`src/rtl/act_quant_packer.sv`:
```
// Requantizes int16 MAC results to int8 (optional ReLU, round-half-up shift, saturate)
// and packs four lanes per 32-bit word, with a saturation event counter.
module act_quant_packer #(
    parameter int SHIFT = 4
) (
    input  logic        clk,
    input  logic        reset,
    input  logic        in_valid,
    output logic        in_ready,
    input  logic [15:0] in_data,
    input  logic        in_last,
    input  logic        cfg_relu_en,
    output logic        out_valid,
    input  logic        out_ready,
    output logic [31:0] out_data,
    output logic [2:0]  out_bytes,
    output logic        out_last,
    output logic [15:0] sat_cnt
);

    // Half an LSB of the shifted result; zero when SHIFT is 0.
    localparam logic signed [16:0] RND = 17'((1 << SHIFT) >> 1);

    logic [1:0]         r_lane_cnt;
    logic [23:0]        r_pack;
    logic               r_out_valid;
    logic [31:0]        r_out_data;
    logic [2:0]         r_out_bytes;
    logic               r_out_last;
    logic [15:0]        r_sat_cnt;

    logic signed [16:0] w_x;
    logic signed [16:0] w_r;
    logic signed [16:0] w_q;
    logic               w_sat_hi;
    logic               w_sat_lo;
    logic               w_sat;
    logic [7:0]         w_byte;
    logic               w_accept;
    logic               w_emit;
    logic [31:0]        w_word;
    logic [23:0]        w_pack_next;

    assign in_ready = !r_out_valid || out_ready;
    assign w_accept = in_valid && in_ready;
    assign w_emit   = w_accept && ((r_lane_cnt == 2'd3) || in_last);

    always_comb begin
        w_x = {in_data[15], in_data};
        if (cfg_relu_en && in_data[15]) begin
            w_x = '0;
        end
        w_r      = w_x + RND;
        w_q      = w_r >>> SHIFT;
        w_sat_hi = w_q > 17'sd127;
        w_sat_lo = w_q < -17'sd128;
        w_sat    = w_sat_hi || w_sat_lo;
        if (w_sat_hi) begin
            w_byte = 8'h7F;
        end else if (w_sat_lo) begin
            w_byte = 8'h80;
        end else begin
            w_byte = w_q[7:0];
        end
    end

    // Lanes above lane_cnt in r_pack are always zero, so the word needs no masking.
    always_comb begin
        w_word      = {8'h00, r_pack};
        w_pack_next = r_pack;
        case (r_lane_cnt)
            2'd0: begin
                w_word[7:0]       = w_byte;
                w_pack_next[7:0]  = w_byte;
            end
            2'd1: begin
                w_word[15:8]      = w_byte;
                w_pack_next[15:8] = w_byte;
            end
            2'd2: begin
                w_word[23:16]      = w_byte;
                w_pack_next[23:16] = w_byte;
            end
            default: begin
                w_word[31:24] = w_byte;
            end
        endcase
    end

    always_ff @(posedge clk or posedge reset) begin
        if (reset) begin
            r_lane_cnt  <= '0;
            r_pack      <= '0;
            r_out_valid <= 1'b0;
            r_out_data  <= '0;
            r_out_bytes <= '0;
            r_out_last  <= 1'b0;
            r_sat_cnt   <= '0;
        end else begin
            if (w_emit) begin
                r_out_valid <= 1'b1;
                r_out_data  <= w_word;
                r_out_bytes <= {1'b0, r_lane_cnt} + 3'd1;
                r_out_last  <= in_last;
                r_lane_cnt  <= '0;
                r_pack      <= '0;
            end else begin
                if (out_ready) begin
                    r_out_valid <= 1'b0;
                end
                if (w_accept) begin
                    r_lane_cnt <= r_lane_cnt + 2'd1;
                    r_pack     <= w_pack_next;
                end
            end
            if (w_accept && w_sat && (r_sat_cnt != 16'hFFFF)) begin
                r_sat_cnt <= r_sat_cnt + 16'd1;
            end
        end
    end

    assign out_valid = r_out_valid;
    assign out_data  = r_out_data;
    assign out_bytes = r_out_bytes;
    assign out_last  = r_out_last;
    assign sat_cnt   = r_sat_cnt;

endmodule
```
`config.mk`:
```
export PLATFORM = sky130hd
export DESIGN_NAME = act_quant_packer
export DESIGN_NICKNAME = d
export VERILOG_FILES = /design/src/rtl/act_quant_packer.sv
export SDC_FILE = /design/constraint.sdc
export NUM_CORES = 1
export LEC_CHECK = 0
export CAP_MARGIN = 20
export CORE_ASPECT_RATIO = 1.1
export CORE_MARGIN = 2
export CORE_UTILIZATION = 50
export DETAILED_ROUTE_END_ITERATION = 6
export HOLD_SLACK_MARGIN = 0.1
export PLACE_DENSITY = 0.88
export SYNTH_ARGS = -nofsm -noshare
export SYNTH_HDL_FRONTEND = slang
export SYNTH_SLANG_ARGS = --single-unit
export TNS_END_PERCENT = 20
```
`constraint.sdc`:
```
create_clock -name clk -period 3.81 [get_ports clk]
set_clock_uncertainty 0.1 [all_clocks]
set_input_delay 0.762 -clock clk [delete_from_list [all_inputs] [get_ports clk]]
set_output_delay 0.762 -clock clk [all_outputs]
set_load 0.05 [all_outputs]
```
### After elaboration in Yosys (flattened, before gate mapping)

Cells that the tools add are included.

| word-level totals | value |
|---|---|
| register bits after elaboration | 79 |
| output and inout bits | 54 |
| logic and storage cells | 43 |

| operators by class | value |
|---|---|
| add/subtract/negate cells | 4 |
| order comparisons | 2 |
| eq/ne operators | 4 |
| muxes and demuxes | 13 |
| reductions and logical operators | 13 |

Operators with widths:

| cell | count |
|---|---|
| $mux W24 | 2 |
| $mux W8 | 6 |
| $add A17 B5 Y17 const B | 1 |
| $mux W17 | 1 |
| $add A16 B1 Y16 const B | 1 |
| $ne A16 B16 Y1 const B | 1 |
| $gt A13 B8 Y1 const B | 1 |
| $lt A13 B8 Y1 const B | 1 |
| $logic_and A1 B1 Y1 | 5 |
| $eq A2 B2 Y1 const B | 2 |
| $mux W2 | 2 |
| $reduce_bool A2 Y1 | 2 |
| $add A2 B1 Y3 const B | 1 |
| $logic_or A1 B1 Y1 | 3 |
| $reduce_or A3 Y1 | 1 |
| $add A2 B1 Y2 const B | 1 |
| $eq A2 B1 Y1 const B | 1 |
| $logic_not A2 Y1 | 1 |
| $mux W1 | 2 |
| $logic_not A1 Y1 | 1 |

### Depth between registers and ports, before layout

| logic depth | value |
|---|---|
| word-level depth | 9 |
| depth in mapped cells | 11 |
| gate-level depth less buffers | 10 |

### Worst setup path before layout

OpenSTA, ideal clock, no wires.

| timing path | value |
|---|---|
| kind | input to register |
| from | input port cfg_relu_en |
| to | register r_sat_cnt[3], in the netlist sat_cnt[3] |
| data arrival time | 3.091 ns |
| required time | 3.568 ns |
| slack | 0.478 ns |
| stages on the path | 11 |
| path through | nand2_1 -> and2_1 -> ha_1 -> nand4_1 -> or3_4 -> a211o_2 -> o31ai_1 -> a21oi_2 -> buf_6 -> nand4_1 -> xnor2_1 |

| on the way | value |
|---|---|
| longest elaborated chain between the ends | 7 |
| elaborated cells between the ends (all ways) | 8 |
| those cells by class | 1 x add/sub; 2 x order compare; 1 x mux; 4 x reduce/logical |

Ends and longest elaborated chain:

| element | line | RTL |
|---|---|---|
| start, declared | 12 | `input logic cfg_relu_en,` |
| $logic_and A1 B1 Y1 (*) | 50 | `if (cfg_relu_en && in_data[15]) begin` |
| $mux W17 (*) | 50 |  |
| $add A17 B5 Y17 (*) | 53 | `w_r = w_x + RND;` |
| $gt A13 B8 Y1 / $lt A13 B8 Y1 (equally long branches) | 55, 56 |  |
| $logic_or A1 B1 Y1 (*) | 57 | `w_sat = w_sat_hi \|\| w_sat_lo;` |
| $logic_and A1 B1 Y1 (*) (2 in a row) | 116 | `if (w_accept && w_sat && (r_sat_cnt != 16'hFFFF)) begin` |
| end signal, assigned | 117 | `r_sat_cnt <= r_sat_cnt + 16'd1;` |
| end, declared | 30 | `logic [15:0] r_sat_cnt;` |

Every way passes the cells marked *; elsewhere a longest branch is shown, timed or not.
A chain may end at the register's enable or synchronous reset.

### Final worst setup path

| timing path | value |
|---|---|
| from | input port cfg_relu_en |
| to | register r_pack[3] |

| on the way | value |
|---|---|
| longest elaborated chain between the ends | 9 |
| elaborated cells between the ends (all ways) | 10 |
| those cells by class | 1 x add/sub; 2 x order compare; 6 x mux; 1 x reduce/logical |

Ends and longest elaborated chain:

| element | line | RTL |
|---|---|---|
| $logic_and A1 B1 Y1 (*) | 50 |  |
| $mux W17 (*) | 50 |  |
| $add A17 B5 Y17 (*) | 53 |  |
| $lt A13 B8 Y1 | 56 | `w_sat_lo = w_q < -17'sd128;` |
| $mux W8 | 60 | `end else if (w_sat_lo) begin` |
| $mux W8 (*) | 58 | `if (w_sat_hi) begin` |
| $mux W8 (*) | -- |  |
| $mux W24 (*) | 111 | `if (w_accept) begin` |
| $mux W24 (*) | 100 | `if (w_emit) begin` |
| end signal, assigned | 113 | `r_pack <= w_pack_next;` |
| end, declared | 25 | `logic [23:0] r_pack;` |

Every way passes the cells marked *; elsewhere a longest branch is shown, timed or not. The select of a mux whose other input is x is not followed.

==> run_results.csv <==
group,metric,value,unit
critical_path,start_kind,"primary input",
cts,cts_root_buf,"clkbuf_8",
critical_path,path_cells,"clkdlybuf4s50_1 -> nand2_1 -> and2_1 -> ha_1 -> nand4b_1 -> or4_1 -> o31a_2 -> a221oi_4 -> a21oi_4 -> a31oi_4 -> o21ai_0",
critical_path,cp_top_family,"compound AO/OA/AOI/OAI gates",
synthesis,async_flop_share,100,%
power_and_ir_drop,pwr-share-clk,21.5,%
critical_path,crit_fanout,7,
synthesis,syn_nets,406,
synthesis,synth_top_area_cell,"dfrtp_1",
synthesis,syn_inst,377,
min_path,min_path_type,"reg2reg",
synthesis,synth_edf_count,0,
placement,hpwl,6470,um
cts,clkSinkCount,79,
detailed_routing,top_layer_used,"met4",
critical_path,r2r-start,"sat_cnt[0]$_DFFE_PP0P_",
power_and_ir_drop,irDropWorstVdd,0.247,mV
placement,dp.cells,536,
critical_path,cpPeakStageDelay,0.50,ns
critical_path,end_kind,"register",
synthesis,synth_top_flop_cell,"dfrtp_1",
floorplan,io_pins,76,
cts,cts_tree,"yes",
power_and_ir_drop,combPwrFrac,40.5,%
placement,gp_congestion,0.917,
cts,clockBufferDepth,2,
detailed_routing,route.vias.total,3226,
cts,postCtsSetupBuffers,0,
detailed_routing,wl_met2,4790,um
cts,clkLatencyLatePin,0.36,ns
job,maxCapViolations,0,
min_path,min_to,"out_bytes[2]$_DFFE_PP0P_",
critical_path,reg2reg_depth,7,
detailed_routing,dr_wl_met3,536,um
detailed_routing,met1Wirelength,3840,um
final_layout,stdcell_count,552,
critical_path,regToRegEndpoint,"sat_cnt[1]$_DFFE_PP0P_",
floorplan,die_x,87.5,um
final_layout,syn2layout_area_growth,28.5,%
sta,rsz0062_at_grt,"no",
global_route,grt_pass1_wl,15400,um
synthesis,synth-seq-cells,79,
cts,cts-resized-gates,0,
critical_path,crit_buf_inv,1,
cts,cts_buffers,9,
detailed_routing,ant_nets,0,
floorplan,dieArea,8380,um^2
synthesis,synth_warnings,0,
final_layout,nets,489,
detailed_routing,avgRoutedWirePerCell,16.9,um
detailed_routing,via_per_inst,5.84,
sta,slew_headroom,48.3,%
sta,fin_crit_sh,91.2,%
placement,port_buffers,72,
power_and_ir_drop,power_frac_seq,38.0,%
power_and_ir_drop,internal-power,0.00178,W
sta,setup_viol,0,
critical_path,worstPathRequired,3.93,ns
power_and_ir_drop,power_switching,0.00132,W
synthesis,syn_area,3830,um^2
sta,fin_tns_setup,0,ns
final_layout,fillCellCount,569,
floorplan,die_h,95.8,um
synthesis,synth.avg_cell_area,10.2,um^2
critical_path,worstPathArrival,3.59,ns
floorplan,start_util,51.6,%
critical_path,reg2reg_slack,1.24,ns
critical_path,criticalPathCategory,"in2reg",
critical_path,critPathSlowestCell,"clkdlybuf4s50_1",
global_route,grt_overflow,0,
global_route,antenna_found_initial,0,
synthesis,yosysMostFrequentCell,"dfrtp_1",
min_path,min_from,"out_bytes[2]$_DFFE_PP0P_",
power_and_ir_drop,swShare,42.4,%
final_layout,utilization,66.3,%
global_route,first_global_vias,3136,
floorplan,core,7430,um^2
synthesis,yosys-top-cells-area,"dfrtp_1 (52%), o21ai_0 (7.4%), nand2_1 (6.6%)",
min_path,hold_depth,2,
final_layout,num_antenna_cells,0,
final_layout,drive_gt1_share,11.6,%
cts,path_clk_slew,0.08,ns
sta,fmax,288,MHz
cts,htreeDepth,3,
synthesis,synth_common_cells,"dfrtp_1 (79), nand2_1 (67), o21ai_0 (57)",
detailed_routing,wirelength,9310,um
detailed_routing,drcViolationCount,0,
synthesis,yosysUniqueCellTypes,47,
detailed_routing,drt_iter0_drc,260,
global_route,grt_max_degree,80,
run_status,status,"complete, no violations",
sta,slew_viol_final,0,
cts,holdBufCountCts,0,
floorplan,row_count,33,
power_and_ir_drop,p_leak,2.06,nW
sta,period_needed,3.47,ns
power_and_ir_drop,p_per_area,629,nW/um^2
synthesis,ys_seq_area_share,51.6,%
detailed_routing,dr.pass1.iters,5,
sta,worstMarginPinSlew,0.773,ns
synthesis,synth_top_area_share,51.6,%
sta,hold_violations,0,
global_route,grt_util_all_layers,23.9,%
-- flip-flops by register name, summed over array words and instances (netlist names) --
signal and flops:
out_bytes 3, out_data 32, out_valid 1, r_pack 24
sat_cnt 16, r_lane_cnt 2, out_last 1
-- metal layers --
metal  global-route usage [%]  vias to the layer above
met4                     9.49                        0
met5                        0                        -
met2                     39.1                      136
met3                     3.95                       13
li1                         -                     1491
met1                     31.9                     1586
-- final cells by class --
class | count | area [um^2] | share of cell area (%)
clock inverter | 6 | 75.1 | 1.52
multi-input combinational | 281 | 1790 | 36.2
sequential | 79 | 1980 | 40.1
tap | 87 | 109 | 2.21
clock buffer | 10 | 138 | 2.79
timing repair buffer | 84 | 823 | 16.7
inverter | 5 | 18.8 | 0.381
-- layout by cell type (no fill, tap or decap), types with 2 or more instances in the layout --
cell,n
mux2_2,4
mux2i_1,4
nor2_1,8
nand3_1,8
o21ai_1,5
inv_1,4
nor3b_1,21
a21oi_1,22
nand2_1,67
a41oi_1,2
nand4_1,8
buf_4,11
clkbuf_8,10
clkdlybuf4s50_1,72
a31oi_4,4
dfrtp_1,79
and2_1,7
o21ai_0,57
xnor2_1,18
xor2_1,4
ha_1,7
inv_6,2
and3_1,7
a21oi_2,3
-- worst max path at each step --
stage | start | slack [ns] | to | depth (start not counted)
after detailed placement | cfg_relu_en | 0.004 | r_pack[19]$_DFFE_PP0P_ | 11
after floorplan | cfg_relu_en | 0.48 | sat_cnt[3]$_DFFE_PP0P_ | 11
after global routing | cfg_relu_en | 0.18 | sat_cnt[7]$_DFFE_PP0P_ | 11
final | cfg_relu_en | 0.34 | r_pack[3]$_DFFE_PP0P_ | 11
after global placement | cfg_relu_en | 0.04 | r_pack[11]$_DFFE_PP0P_ | 11
after CTS | cfg_relu_en | 0.35 | r_pack[3]$_DFFE_PP0P_ | 11
-- power by group through the flow --
stage               clock network (W)  registers, W  logic, W
floorplan                           0       0.00166  0.000328
global placement                    0       0.00118   0.00122
detailed placement                  0       0.00119   0.00125
CTS                          0.000675       0.00117   0.00126
global route                 0.000713       0.00120   0.00133
finish                       0.000668       0.00118   0.00126
-- cells by family (layout without fill, tap and decap cells) --
| kind of cell | count (synthesis) | after routing | synth area share, % |
|---|---|---|---|
| buffers and inverters | 17 | 105 | 1.86 |
| AO/OA/AOI/OAI | 103 | 103 | 17.5 |
| XOR/XNOR | 22 | 22 | 5.03 |
| adder cells (fa/ha/maj) | 7 | 7 | 2.28 |
| multiplexers | 8 | 8 | 2.22 |
| flip-flops | 79 | 79 | 51.6 |
| AND/OR/NAND/NOR | 141 | 141 | 19.6 |
-- worst register-to-register path: stages (launching register included) --
cell and delay [ns]:
dfrtp_1 0.44, ha_1 0.23, and3_1 0.20, and4_1 0.23, a41oi_1 0.20, o31ai_1 0.12
a21oi_2 0.52, mux2_2 0.42
-- through the flow --
step / hold WS [ns] / cell area, um^2 / total power [W] / worst slack, ns
floorplan: 0.342 / 3830 / 0.00199 / 0.478
global placement: 0.353 / 4710 / 0.00240 / 0.0357
detailed placement: 0.363 / 4710 / 0.00244 / 0.00416
global route: 0.407 / 4930 / 0.00324 / 0.184
finish: 0.378 / 4930 / 0.00310 / 0.336
CTS: 0.385 / 4930 / 0.00311 / 0.351
Note: power is estimated with default switching activity, not from simulation.
